==> config.mk <==
export PLATFORM = sky130hd
export DESIGN_NAME = uart_send
export DESIGN_NICKNAME = d
export VERILOG_FILES = /design/src/rtl/uart_send.sv
export SDC_FILE = /design/constraint.sdc
export NUM_CORES = 1
export LEC_CHECK = 0
export CORE_MARGIN = 3
export CORE_UTILIZATION = 54
export DETAILED_ROUTE_END_ITERATION = 7
export PLACE_DENSITY_LB_ADDON = 0.2
export SYNTH_ARGS = -nofsm -noshare
export SYNTH_HDL_FRONTEND = slang
export SYNTH_SLANG_ARGS = --single-unit
==> constraint.sdc <==
create_clock -name clk -period 2.37 [get_ports clk]
set_clock_uncertainty 0.15 [all_clocks]
set_input_delay 0.3555 -clock clk [delete_from_list [all_inputs] [get_ports clk]]
set_output_delay 0.3555 -clock clk [all_outputs]
set_load 0.01 [all_outputs]
==> src/rtl/uart_send.sv <==
// rtl/uart_send.sv - UART transmitter: start, 8 data bits LSB first, optional parity, 1 or 2 stop bits.
module uart_send #(
  parameter int CLKS_PER_BIT = 434,
  parameter int PARITY_EN    = 0,
  parameter int PARITY_ODD   = 0,
  parameter int STOP_BITS    = 1
) (
  input  logic       clk,
  input  logic       rst,
  input  logic [7:0] tx_data,
  input  logic       tx_valid,
  output logic       tx_ready,
  output logic       tx,
  output logic       busy,
  output logic       done
);

  typedef enum logic [2:0] {S_IDLE, S_START, S_DATA, S_PARITY, S_STOP} state_t;

  localparam int            CW        = (CLKS_PER_BIT > 1) ? $clog2(CLKS_PER_BIT) : 1;
  localparam logic [CW-1:0] LAST_CNT  = CW'(CLKS_PER_BIT - 1);
  localparam logic [2:0]    LAST_STOP = 3'(STOP_BITS - 1);
  localparam logic          ODD_SENSE = 1'(PARITY_ODD);

  state_t          r_state;
  state_t          w_state_next;
  logic [CW-1:0]   r_cnt;
  logic [2:0]      r_bit;
  logic [7:0]      r_shift;
  logic [7:0]      w_shift_next;
  logic            r_parity;
  logic            r_tx;
  logic            w_tx_next;
  logic            w_wrap;
  logic            w_accept;

  assign tx_ready = (r_state == S_IDLE) && !rst;
  assign w_accept = tx_valid && tx_ready;
  assign w_wrap   = (r_state != S_IDLE) && (r_cnt == LAST_CNT);
  assign tx       = r_tx;

  always_ff @(posedge clk) begin
    if (rst) begin
      r_state  <= S_IDLE;
      r_cnt    <= '0;
      r_bit    <= '0;
      r_shift  <= '0;
      r_parity <= 1'b0;
      r_tx     <= 1'b1;
    end else begin
      r_state <= w_state_next;
      r_shift <= w_shift_next;
      r_tx    <= w_tx_next;
      if (w_accept)
        r_parity <= (^tx_data) ^ ODD_SENSE;
      if (r_state == S_IDLE || w_wrap)
        r_cnt <= '0;
      else
        r_cnt <= r_cnt + 1'b1;
      // r_bit indexes data bits in DATA and counts stop bits in STOP; it is 0 on entry to both
      if (w_wrap) begin
        if (r_state == S_DATA)
          r_bit <= r_bit + 1'b1;
        else if (r_state == S_STOP)
          r_bit <= (r_bit == LAST_STOP) ? 3'd0 : r_bit + 1'b1;
      end
    end
  end

  always_comb begin
    w_state_next = r_state;
    case (r_state)
      S_IDLE:   if (w_accept) w_state_next = S_START;
      S_START:  if (w_wrap) w_state_next = S_DATA;
      S_DATA:   if (w_wrap && r_bit == 3'd7)
                  w_state_next = (PARITY_EN != 0) ? S_PARITY : S_STOP;
      S_PARITY: if (w_wrap) w_state_next = S_STOP;
      S_STOP:   if (w_wrap && r_bit == LAST_STOP) w_state_next = S_IDLE;
      default:  w_state_next = S_IDLE;
    endcase
  end

  // tx is registered, so it is computed from the state and shift value of the next cycle
  always_comb begin
    w_shift_next = r_shift;
    if (w_accept)
      w_shift_next = tx_data;
    else if (r_state == S_DATA && w_wrap)
      w_shift_next = {1'b0, r_shift[7:1]};

    w_tx_next = 1'b1;
    case (w_state_next)
      S_START:  w_tx_next = 1'b0;
      S_DATA:   w_tx_next = w_shift_next[0];
      S_PARITY: w_tx_next = r_parity;
      default:  w_tx_next = 1'b1;
    endcase

    busy = (r_state != S_IDLE);
    done = (r_state == S_STOP) && w_wrap && (r_bit == LAST_STOP) && !rst;
  end

endmodule

==> impl_metrics.env, run 1 <==
export IMPL_outcome="complete, no violations"
export IMPL_cts_hold_buffers=0
export IMPL_p_leak_nw=0.553
export IMPL_viasPerCell=5.69
export IMPL_critPathLaunchType="register"
export IMPL_drive_gt1_share_pct=15.8
export IMPL_slew_headroom_pct=72.2
export IMPL_clk_latency_ns=0.32
export IMPL_cts_root_buf="clkbuf_4"
export IMPL_cpMaxStageDelayCell="dfxtp_1"
export IMPL_synth_distinct_cells=42
export IMPL_ys_ff_latch=25
export IMPL_clockBufferDepth=2
export IMPL_synth_top_area_share_pct=37.7
export IMPL_endpoint_kind="output pin"
export IMPL_synth_cells=142
export IMPL_grt_overflow=0
export IMPL_p_per_area_mw_per_mm2=469
export IMPL_netSwitchingFraction_pct=25.2
export IMPL_die_area_mm2=0.00309
export IMPL_syn_avg_cell_area_um2=9.36
export IMPL_worstPathRequired_ns=1.86
export IMPL_switching_power_mw=0.186
export IMPL_fin_area_mm2=0.00158
export IMPL_yosysSeqAreaShare_pct=37.7
export IMPL_crit_path_max_incr_delay_ns=0.36
export IMPL_drt_total_wl_um=2690
export IMPL_worst_slew_pin_slew_ns=0.417
export IMPL_dp_hpwl_um=2030
export IMPL_fmax_mhz=437
export IMPL_cp_max_fo=4
export IMPL_p_clk_share_pct=26.0
export IMPL_p_int_mw=0.554
export IMPL_comb_power_share_pct=14.2
export IMPL_core_mm2=0.00228
export IMPL_setup_viol=0
export IMPL_antenna_cells=0
export IMPL_drt_iter0_markers=30
export IMPL_stdcell_count=193
export IMPL_period_share_pct=96.6
export IMPL_max_cap_violations=0
export IMPL_synth_ff_type="dfxtp_1"
export IMPL_synth_commonest_cells="dfxtp_1 (25), nor2_1 (18), xnor2_1 (13), nand3_1 (11), a21oi_1 (10)"
export IMPL_wire_per_inst_um=13.9
export IMPL_num_vias=1098
export IMPL_async_reset_ff_share_pct=0
export IMPL_hold_viol_final=0
export IMPL_tns_ns=0
export IMPL_seq_power_share_pct=59.8
export IMPL_post_synth_top_count_cell="dfxtp_1"
export IMPL_syn_nets=158
export IMPL_portBuffers=14
export IMPL_ys_warn_count=0
export IMPL_cts_tree="built"
export IMPL_area_growth_syn_to_layout_pct=18.7
export IMPL_htreeDepth=1
export IMPL_yosysTopAreaCell="dfxtp_1"
export IMPL_gp_congestion=0.827
export IMPL_finalMaxSlewViolations=0
export IMPL_drc=0
export IMPL_grt_max_degree=19
export IMPL_pin_count=15
export IMPL_dieWidth_um=55.6
export IMPL_crit_type="reg2out"
export IMPL_ant_nets=0
export IMPL_rows=17
export IMPL_min_delay_path_class="reg2reg"
export IMPL_nNetsFinal=182
export IMPL_crit_chain="inv_1 -> ha_1 -> and4b_2 -> nand2_1 -> nor4_2 -> dlygate4sd2_1"
export IMPL_fin_crit_ns=2.29
export IMPL_dp_cells=188
export IMPL_cts_clk_slew_worst_paths_ns=0.14
export IMPL_placedInstanceArea_mm2=0.00154
export IMPL_cts_sinks=25
export IMPL_grt_usage_pct=17.8
export IMPL_ir_drop_uv=401
export IMPL_synth_edf_count=0
export IMPL_netlist_area_mm2=0.00133
export IMPL_arrival_ns=1.78
export IMPL_first_pass_iters=4
export IMPL_fp_dieH_um=55.6
export IMPL_antenna_found_initial=0
export IMPL_grt_pass1_wl_um=4440
export IMPL_synthTopCellsByArea="dfxtp_1 (38%), xnor2_1 (8.6%), nor2_1 (5.1%)"
export IMPL_cts_inserted_buffers=3
export IMPL_grt_pass1_vias=1003
export IMPL_initial_core_util_pct=58.4
-- placed cells by master, fill, tap and decap left out, types with 3 or more instances in the layout --
cell,n
nor3_1,3
clkdlybuf4s50_1,13
ha_1,5
clkbuf_4,3
a21oi_1,10
nand3_1,11
nor2_1,18
buf_4,7
dfxtp_1,25
o21ai_0,4
inv_1,5
a22oi_1,6
xnor2_1,13
nand2_1,6
-- worst max-delay path: cells and delay by family, from the launching register on --
| kind | cells | cell delay (ns) |
|---|---|---|
| AND/OR/NAND/NOR | 3 | 0.60 |
| buffers and inverters | 2 | 0.35 |
| adder cells (fa/ha/maj) | 1 | 0.15 |
| flip-flops | 1 | 0.36 |
-- area by class of cell --
type	count	area (um^2)
Multi-Input combinational cell	109	801
Fill cell	189	698
Sequential cell	25	500
Timing Repair Buffer	21	191
Tap cell	28	35.0
Clock buffer	3	22.5
Inverter	6	22.5
Clock inverter	1	5.00
-- flip-flops by register name (all words and copies together), names as in the netlist --
signal / count
r_bit: 3
r_cnt: 9
r_parity: 1
r_shift: 8
r_state: 3
tx: 1
-- power groups by stage --
stage / clock network, mW / registers, mW / logic (mW)
4_1_cts: 0.202 / 0.443 / 0.104
2_1_floorplan: 0 / 0.451 / 0.0603
5_1_grt: 0.214 / 0.445 / 0.116
3_5_place_dp: 0 / 0.452 / 0.103
3_3_place_gp: 0 / 0.451 / 0.101
6_report: 0.193 / 0.443 / 0.105
-- what timing repair did --
item	4_1_cts	5_1_grt
pin swaps	0	1
hold endpoints to repair	0	0
buffers inserted	0	1
setup endpoints to repair	1	2
gates resized for setup	1	1
-- layer usage --
layer,track usage (%),wire length [um],vias up
met2,29.1,1330,20
met3,2.09,90,4
met5,0,0,-
met4,6.25,34,0
li1,-,-,558
met1,24.1,1230,516
-- logic make-up (layout without fill, tap and decap cells) --
logic type | Yosys count | in the layout | share of synthesized area [%]
AND/OR/NAND/NOR | 62 | 62 | 31.5
AO/OA/AOI/OAI | 25 | 25 | 12.1
flip-flops | 25 | 25 | 37.7
XOR/XNOR | 15 | 15 | 9.89
buffers and inverters | 8 | 31 | 2.54
adder cells (fa/ha/maj) | 5 | 5 | 4.71
multiplexers | 2 | 2 | 1.51
-- stage by stage --
stage	setup slack (ns)	util (%)	total power, mW	hold slack (ns)
global route	-0.0226	69.3	0.775	0.356
detailed placement	0.141	67.6	0.555	0.316
global placement	0.164	67.6	0.552	0.304
CTS	0.0323	68.7	0.748	0.335
finish	0.0803	69.3	0.740	0.332
floorplan	0.541	-	0.511	0.291
-- worst paths after layout --
| check | cells past startpoint | end | from | slack (ns) |
|---|---|---|---|---|
| worst max-delay path | 6 | done | r_cnt[1]$_SDFF_PP0_ | 0.08 |
| worst min-delay path | 2 | r_shift[5]$_SDFFE_PP0P_ | r_shift[5]$_SDFFE_PP0P_ | 0.33 |
| worst max register to register | 6 | r_bit[0]$_SDFFE_PP0P_ | r_cnt[1]$_SDFF_PP0_ | 0.43 |
| worst min register to register | 2 | r_shift[5]$_SDFFE_PP0P_ | r_shift[5]$_SDFFE_PP0P_ | 0.33 |
No activity file was read; power rests on OpenSTA's default activity.
==> inputs of run 2 (changes only) <==
--- a/config.mk
+++ b/config.mk
@@ -6,9 +6,11 @@
 export NUM_CORES = 1
 export LEC_CHECK = 0
 export CORE_MARGIN = 3
-export CORE_UTILIZATION = 54
+export CORE_UTILIZATION = 55
+export CTS_BUF_LIST = sky130_fd_sc_hd__clkbuf_8
 export DETAILED_ROUTE_END_ITERATION = 7
 export PLACE_DENSITY_LB_ADDON = 0.2
+export SLEW_MARGIN = 30
 export SYNTH_ARGS = -nofsm -noshare
 export SYNTH_HDL_FRONTEND = slang
 export SYNTH_SLANG_ARGS = --single-unit
==> impl_metrics.env, run 2 (synthesis results as in run 1) <==
export IMPL_outcome="complete, no violations"
export IMPL_clk_latency_ns=0.26
export IMPL_crit_family="simple AND/OR/NAND/NOR gates"
export IMPL_arrival_ns=1.73
export IMPL_grt_pass1_vias=992
export IMPL_multi_input_area_um2=795
export IMPL_dp_hpwl_um=2050
export IMPL_area_growth_syn_to_layout_pct=19.2
export IMPL_gp_congestion=0.888
export IMPL_grt_pass1_wl_um=4440
export IMPL_fin_total_pwr_mw=0.790
export IMPL_p_leak_nw=0.552
export IMPL_nNetsFinal=181
export IMPL_final_common_cell="dfxtp_1"
export IMPL_ir_drop_uv=464
export IMPL_crit_path_max_incr_delay_ns=0.34
export IMPL_tns_ns=0
export IMPL_cts_root_buf="clkbuf_8"
export IMPL_stdcell_count=192
export IMPL_htreeDepth=1
export IMPL_endpoint_kind="output pin"
export IMPL_cts_sinks=25
export IMPL_cp_max_fo=4
export IMPL_worstPathRequired_ns=1.86
export IMPL_worst_slew_pin_slew_ns=0.461
export IMPL_slew_headroom_pct=68.8
export IMPL_max_cap_violations=0
export IMPL_ant_nets=0
export IMPL_die_area_mm2=0.00304
export IMPL_drt_iter0_markers=37
export IMPL_top_regs="r_cnt x9, r_shift x8"
export IMPL_rows=17
export IMPL_clockBufferDepth=2
export IMPL_grt_max_degree=16
export IMPL_cpMaxStageDelayCell="dfxtp_1"
export IMPL_drt_total_wl_um=2740
export IMPL_antenna_cells=0
export IMPL_portBuffers=14
export IMPL_period_share_pct=94.5
export IMPL_grt_usage_pct=20.2
export IMPL_largest_reg_flops=9
export IMPL_dp_cells=188
export IMPL_regMostFlops="r_cnt"
export IMPL_drive_gt1_share_pct=14.6
export IMPL_fin_crit_ns=2.24
export IMPL_layout_common_cells="dfxtp_1 (25), nor2_1 (18), xnor2_1 (13), clkdlybuf4s50_1 (13), nand3_1 (11)"
export IMPL_cp_num_buf_inv=2
export IMPL_viasPerCell=5.78
export IMPL_ff_latch_area_um2=500
export IMPL_pre_cts_slack_ns=0.140
export IMPL_core_mm2=0.00225
export IMPL_wire_per_inst_um=14.2
export IMPL_placedInstanceArea_mm2=0.00154
export IMPL_first_pass_iters=5
export IMPL_initial_core_util_pct=58.9
export IMPL_fillCellCount=168
export IMPL_cts_clk_slew_worst_paths_ns=0.08
export IMPL_hold_viol_final=0
export IMPL_dieWidth_um=55.2
export IMPL_fp_dieH_um=55.2
export IMPL_grt_overflow=0
export IMPL_setup_viol=0
export IMPL_crit_type="reg2out"
export IMPL_num_vias=1110
export IMPL_finalMaxSlewViolations=0
export IMPL_p_per_area_mw_per_mm2=499
export IMPL_rsz0062_at_grt="false"
export IMPL_fin_hold_ws_ns=0.326
export IMPL_pin_count=15
export IMPL_fmax_mhz=446
export IMPL_cts_tree="built"
export IMPL_critPathLaunchType="register"
export IMPL_final_util_pct=70.3
export IMPL_antenna_found_initial=0
export IMPL_fin_area_mm2=0.00158
export IMPL_min_delay_path_class="reg2reg"
export IMPL_drc=0
export IMPL_crit_chain="inv_1 -> ha_1 -> and4b_2 -> nand2_1 -> nor4_1 -> clkdlybuf4s15_1"
export IMPL_cts_inserted_buffers=3
export IMPL_setup_slack_ns=0.130
==> run 2: layout make-up <==
type                            count  share of cell area (%)
Tap cell                           28                    2.21
Inverter                            6                    1.42
Multi-Input combinational cell    109                    50.2
Timing Repair Buffer               20                    11.7
Sequential cell                    25                    31.6
Clock inverter                      1                   0.316
Clock buffer                        3                    2.61
==> run 2: what timing repair did <==
item | in CTS | in global routing
setup endpoints to repair | 1 | 1
pin swaps | 0 | 0
buffers inserted | 0 | 0
resized for setup | 1 | 1
hold buffers | 0 | 0
==> run 2: path summary, 6_finish.rpt <==
check / startpoint / cells past startpoint / to / slack, ns
max: r_cnt[1]$_SDFF_PP0_ / 6 / done / 0.13
min: r_shift[2]$_SDFFE_PP0P_ / 2 / r_shift[2]$_SDFFE_PP0P_ / 0.33
max reg2reg: r_cnt[1]$_SDFF_PP0_ / 6 / tx$_SDFF_PP1_ / 0.39
min reg2reg: r_shift[2]$_SDFFE_PP0P_ / 2 / r_shift[2]$_SDFFE_PP0P_ / 0.33
==> run 2: per-layer routing <==
metal / global-route usage, % / share of wire, % / up-vias
met5: 0 / 0 / -
met4: 4.45 / 0.62 / 0
li1: - / - / 552
met1: 26.6 / 45 / 537
met3: 4.02 / 2.2 / 4
met2: 34.1 / 52 / 17
==> run 2: power by group <==
part	switching (mW)	total, mW	internal, mW
Clock	0.125	0.242	0.117
Sequential	0.00946	0.442	0.433
Combinational	0.0497	0.106	0.0562
Total	0.184	0.790	0.606
==> run 2: worst register-to-register path, cell delays in order (launching register included) <==
cell      delay [ns]
dfxtp_1         0.34
inv_1           0.06
ha_1            0.15
nand4b_1        0.33
nor4b_1         0.53
o21ba_2         0.21
a32oi_1         0.10
